### src/rtl/cpu_pkg.sv
// Shared CPU definitions: ALU control encodings, default widths and the
// control bundle used for pipeline bubbles.
package cpu_pkg;

    localparam int unsigned DW_DEFAULT = 32;
    localparam int unsigned RW_DEFAULT = 5;

    typedef enum logic [1:0] {
        ALU_ADD = 2'b00,
        ALU_SUB = 2'b01,
        ALU_AND = 2'b10,
        ALU_OR  = 2'b11
    } alu_op_t;

    typedef struct packed {
        logic    valid;
        logic    regwrite;
        logic    memread;
        logic    alusrc;
        alu_op_t aluop;
    } ex_ctrl_t;

    localparam ex_ctrl_t BUBBLE_CTRL = '{
        valid:    1'b0,
        regwrite: 1'b0,
        memread:  1'b0,
        alusrc:   1'b0,
        aluop:    ALU_ADD
    };

endpackage

### src/rtl/fwd_mux.sv
// One operand forwarding select: EX/MEM beats MEM/WB beats the stored
// register-file value; register 0 is never forwarded.
module fwd_mux #(
    parameter int unsigned DW = 32,
    parameter int unsigned RW = 5
) (
    input  logic [RW-1:0] idx,
    input  logic [DW-1:0] reg_data,
    input  logic          exmem_regwrite,
    input  logic [RW-1:0] exmem_rd,
    input  logic [DW-1:0] exmem_result,
    input  logic          memwb_regwrite,
    input  logic [RW-1:0] memwb_rd,
    input  logic [DW-1:0] memwb_result,
    output logic [DW-1:0] data
);

    always_comb begin
        data = reg_data;
        if (exmem_regwrite && (exmem_rd != '0) && (exmem_rd == idx)) begin
            data = exmem_result;
        end else if (memwb_regwrite && (memwb_rd != '0) && (memwb_rd == idx)) begin
            data = memwb_result;
        end
    end

endmodule

### src/rtl/id_ex_stage.sv
// ID/EX pipeline register feeding the ALU: operand forwarding, immediate
// select, load-use hazard detection, stall hold and flush bubbles.
module id_ex_stage
    import cpu_pkg::*;
#(
    parameter int unsigned DW = DW_DEFAULT,
    parameter int unsigned RW = RW_DEFAULT
) (
    input  logic          clk,
    input  logic          reset,
    input  logic          id_valid,
    input  logic [DW-1:0] id_rs_data,
    input  logic [DW-1:0] id_rt_data,
    input  logic [15:0]   id_imm,
    input  logic          id_alusrc,
    input  logic [1:0]    id_aluop,
    input  logic [RW-1:0] id_rs,
    input  logic [RW-1:0] id_rt,
    input  logic [RW-1:0] id_rd,
    input  logic          id_regwrite,
    input  logic          id_memread,
    input  logic          exmem_regwrite,
    input  logic          memwb_regwrite,
    input  logic [RW-1:0] exmem_rd,
    input  logic [RW-1:0] memwb_rd,
    input  logic [DW-1:0] exmem_result,
    input  logic [DW-1:0] memwb_result,
    input  logic          stall,
    input  logic          flush,
    output logic [DW-1:0] A,
    output logic [DW-1:0] B,
    output logic [1:0]    CTRL,
    output logic          ex_valid,
    output logic          ex_regwrite,
    output logic          ex_memread,
    output logic [RW-1:0] ex_rd,
    output logic [DW-1:0] ex_rt_fwd,
    output logic          load_use
);

    ex_ctrl_t      ctrl_q;
    logic [RW-1:0] rs_q, rt_q, rd_q;
    logic [DW-1:0] rs_data_q, rt_data_q, imm_q;
    logic [DW-1:0] rs_fwd, rt_fwd;

    fwd_mux #(.DW(DW), .RW(RW)) u_fwd_rs (
        .idx            (rs_q),
        .reg_data       (rs_data_q),
        .exmem_regwrite (exmem_regwrite),
        .exmem_rd       (exmem_rd),
        .exmem_result   (exmem_result),
        .memwb_regwrite (memwb_regwrite),
        .memwb_rd       (memwb_rd),
        .memwb_result   (memwb_result),
        .data           (rs_fwd)
    );

    fwd_mux #(.DW(DW), .RW(RW)) u_fwd_rt (
        .idx            (rt_q),
        .reg_data       (rt_data_q),
        .exmem_regwrite (exmem_regwrite),
        .exmem_rd       (exmem_rd),
        .exmem_result   (exmem_result),
        .memwb_regwrite (memwb_regwrite),
        .memwb_rd       (memwb_rd),
        .memwb_result   (memwb_result),
        .data           (rt_fwd)
    );

    always_comb begin
        load_use = 1'b0;
        if (!stall && !flush) begin
            load_use = ctrl_q.valid && ctrl_q.memread && (rd_q != '0) && id_valid &&
                       ((id_rs == rd_q) || (id_rt == rd_q));
        end
    end

    // load_use is already masked by stall/flush, so it only bubbles when neither is set.
    always_ff @(posedge clk) begin
        if (reset || flush || load_use) begin
            ctrl_q    <= BUBBLE_CTRL;
            rs_q      <= '0;
            rt_q      <= '0;
            rd_q      <= '0;
            rs_data_q <= '0;
            rt_data_q <= '0;
            imm_q     <= '0;
        end else if (stall) begin
            // Refresh operands so a producer retiring mid-stall is not lost.
            rs_data_q <= rs_fwd;
            rt_data_q <= rt_fwd;
        end else begin
            ctrl_q.valid    <= id_valid;
            ctrl_q.regwrite <= id_regwrite;
            ctrl_q.memread  <= id_memread;
            ctrl_q.alusrc   <= id_alusrc;
            ctrl_q.aluop    <= alu_op_t'(id_aluop);
            rs_q            <= id_rs;
            rt_q            <= id_rt;
            rd_q            <= id_rd;
            rs_data_q       <= id_rs_data;
            rt_data_q       <= id_rt_data;
            imm_q           <= {{(DW-16){id_imm[15]}}, id_imm};
        end
    end

    assign A           = rs_fwd;
    assign B           = ctrl_q.alusrc ? imm_q : rt_fwd;
    assign ex_rt_fwd   = rt_fwd;
    assign CTRL        = ctrl_q.aluop;
    assign ex_valid    = ctrl_q.valid;
    assign ex_regwrite = ctrl_q.valid & ctrl_q.regwrite;
    assign ex_memread  = ctrl_q.valid & ctrl_q.memread;
    assign ex_rd       = rd_q;

endmodule

### config.mk
export PLATFORM = sky130hd
export DESIGN_NAME = id_ex_stage
export DESIGN_NICKNAME = d
export VERILOG_FILES = /design/src/rtl/cpu_pkg.sv /design/src/rtl/fwd_mux.sv /design/src/rtl/id_ex_stage.sv
export SDC_FILE = /design/constraint.sdc
export NUM_CORES = 1
export LEC_CHECK = 0
export CAP_MARGIN = 10
export CORE_ASPECT_RATIO = 1.25
export CORE_MARGIN = 5
export CORE_UTILIZATION = 35
export CTS_BUF_LIST = sky130_fd_sc_hd__clkbuf_8
export CTS_CLUSTER_DIAMETER = 30
export DETAILED_ROUTE_END_ITERATION = 8
export MAX_ROUTING_LAYER = met4
export PLACE_DENSITY = 0.63
export SLEW_MARGIN = 40
export SYNTH_ARGS = -nofsm -noshare
export SYNTH_HDL_FRONTEND = slang
export SYNTH_SLANG_ARGS = --single-unit
### constraint.sdc
create_clock -name clk -period 7.1 [get_ports clk]
set_input_delay 1.42 -clock clk [delete_from_list [all_inputs] [get_ports clk]]
set_output_delay 1.42 -clock clk [all_outputs]
set_load 0.01 [all_outputs]
==> results.md <==
- Floorplan Core Area: just over 0.02 mm^2
- Fmax: about 170 MHz
- Via density: a little under 6
- Root Driver: clkbuf_8
- Clock Sinks: between 100 and 150
- Count of input and output buffers: roughly 290
- Proportion of layout cells with a drive suffix above 1: 0.0705
- Library cells used by synthesis: 41
- Post-DP HPWL: between 20 and 25 mm
- Fin Hold WS: around 0.50 ns
- Critical Path AT: 4.64 ns
- Filler cells: between 1500 and 2000
- CTS Buffer Depth: 2
- Worst VDD drop: 0.113 mV
- CP required: around 5.7 ns
- Most frequent cells in the layout: clkdlybuf4s50_1 (286), dfxtp_1 (100), nor2_1 (76), nand2_1 (51), and4_1 (50)
- Max H-tree Level: 3
- Synth-to-layout area growth: 44.6%
- Nature of the critical path endpoint: output port
- Fin crit period: a little over 6 ns
- Row Count: between 50 and 60
- GRT Residual Overflow: 0
- DR pass1 iterations: 5
- Relative slew slack: 0.486
- Post-Syn Area: 0.00712 mm^2
- RSZ-0062 raised after global routing: no
- Slew @ Worst Pin: roughly 0.77 ns
- Setup Buffers After CTS: 0
- Startpoint types: input pin
- Post-Synthesis Cells: just under 900
- Fin Clk Skew: 0.0127 ns
- Final Max Tran Viols: 0
- Total track usage: 0.265
- Die Height: between 150 and 200 um
- Synth Warn #: 0
- Crit path max fanout: between 40 and 50
- DRC viols: 0
- Final setup violation count: 0
- Crit share post-route: 0.853
- WS Path Type: in -> out
- Worst r2r src: rs_q[4]
- Flop2flop setup slack: 4.47 ns
- Flops & latches, synth: approximately 100
- Hold path cells: 2
- Avg WL per Cell: ~22 um
- Io pins: ~290
- Worst R2R End: rs_data_q[11]
- Initial core utilization: 0.354
- Detailed Route WL: roughly 30 mm
- Initial antenna violation count: 3
- Largest net degree at the start of global routing: slightly below 90
- Syn_nets: 1065
- Layout Nets: 1283
- Worst skew pair latency: a little under 0.4 ns
- Register area: 0.00203 mm^2
- Post-DP Area: 0.0101 mm^2
- Global-route wire length before repair: around 47 mm
- MaxCap Viol Count: 0
- TNS Setup: 0 ns
- Register area share after synthesis: 0.284
- Hold Crit Class: reg -> reg
- Vias: around 8000
- Mean post-synth cell area: between 8 and 9 um^2
- Antenna-violating nets left: 0
- RePlAce Congestion: about 0.87
- Fin area: ~0.010 mm^2
- Status: complete, no violations
- Lkg Pwr: 3.58 nW
- Horiz. Die Dim: 138 um
- Reg2reg path depth: 6
- Die area: between 0.02 and 0.025 mm^2
- HP Start: ctrl_q[4]
- Pwr/cell area: approximately 140 mW/mm^2
- Post-CTS sizing: 0
- Most common cell after layout, fill and taps aside: clkdlybuf4s50_1
- Reg clk slew, reported paths: roughly 0.12 ns
- TritonCTS clock tree: built
- Number of DRC violations after detailed-routing iteration 0: 650
- Post-CTS Hold Buffers: 0
- Worst Hold Endpoint: ctrl_q[4]
- Area of the multi-input gates: roughly 0.0046 mm^2
- Vias in the first global route: a little over 8000
- CTS Buf Count: 9
- Hold Violations, Final: 0
-- layout make-up --
class,instances,area share
inverters,33,0.0120
well taps,270,0.0328
repair buffers,307,0.296
clock inverters,6,0.00510
clock buffers,10,0.0134
diodes,3,0.000729
flip-flops and latches,101,0.197
multi-input cells,650,0.443
-- cell families after synthesis --
family	after synthesis	share of synthesized area
AO/OA/AOI/OAI	262	0.278
AND/OR/NAND/NOR	306	0.242
buffers and inverters	133	0.0838
XOR/XNOR	30	0.0369
multiplexers	52	0.0757
flip-flops	101	0.284
-- layer usage --
layer	part of all wire	wire length, um	track usage
met5	0	0	-
met4	0.034	1060	0.106
met3	0.065	2000	0.0406
met2	0.50	15300	0.439
met1	0.40	12300	0.320
-- power by group --
group / internal [W] / leakage (nW) / switching [W]
Clock: 0.000143 / 0.0914 / 0.000238
Combinational: 0.000218 / 2.67 / 0.000212
Sequential: 0.000585 / 0.824 / 0.0000113
Total: 0.000947 / 3.58 / 0.000461
-- synth_stat cells, drive strengths merged --
cell type,count,area share
a21oi,49,0.034
a22oi,1,0.0011
a311oi,15,0.018
a31oi,47,0.041
and2,4,0.0035
and3,1,0.00088
and4,50,0.061
buf,34,0.032
clkbuf,66,0.035
dfxtp,101,0.28
inv,33,0.017
mux2,15,0.024
mux2i,37,0.052
nand2,51,0.027
nand3,2,0.0014
nand3b,32,0.034
nand4,16,0.014
nor2,78,0.041
nor2b,15,0.013
nor3,36,0.026
o211a,1,0.0025
o211ai,1,0.0018
o21a,1,0.0011
o21ai,1,0.0012
o21ba,15,0.021
o311ai,49,0.060
o31a,49,0.060
o31ai,33,0.035
or2,1,0.00088
or3,17,0.015
or4,3,0.0037
xnor2,15,0.018
xor2,15,0.018
-- through the flow --
stage | instances | total power, W | setup WS, ns | utilization
global route | 1380 | 0.00147 | 0.862 | 0.513
detailed placement | 1360 | 0.00103 | 1.03 | 0.501
finish | 1380 | 0.00141 | 1.04 | 0.513
CTS | 1376 | 0.00142 | 1.02 | 0.510
global placement | 1360 | 0.00103 | 1.04 | 0.501
floorplan | 884 | 0.000798 | 2.64 | -
-- worst max-delay path by stage --
| stage | cells past startpoint | slack (ns) | from | endpoint |
|---|---|---|---|---|
| floorplan | 7 | 2.64 | memwb_rd[0] | B[10] |
| global placement | 7 | 1.04 | exmem_rd[1] | A[28] |
| detailed placement | 7 | 1.03 | exmem_rd[1] | A[28] |
| CTS | 7 | 1.02 | exmem_rd[1] | A[28] |
| global route | 7 | 0.86 | exmem_rd[1] | A[28] |
| finish | 7 | 1.04 | exmem_rd[1] | A[20] |
-- worst max-delay path, stage by stage --
cell and delay [ns]:
clkdlybuf4s50_1 0.65, xnor2_1 0.18, o211a_4 0.48, and2_2 0.73
buf_4 0.41, o31a_1 0.20, clkdlybuf4s50_1 0.55
-- registers in the layout, summed over array words and instances, names as in the netlist --
signal and count:
rs_data_q 32, imm_q 16, rt_data_q 32, rt_q 5, ex_valid 1, CTRL 2
ctrl_q 3, ex_rd 5, rs_q 5
(Power assumes the default switching activity.)
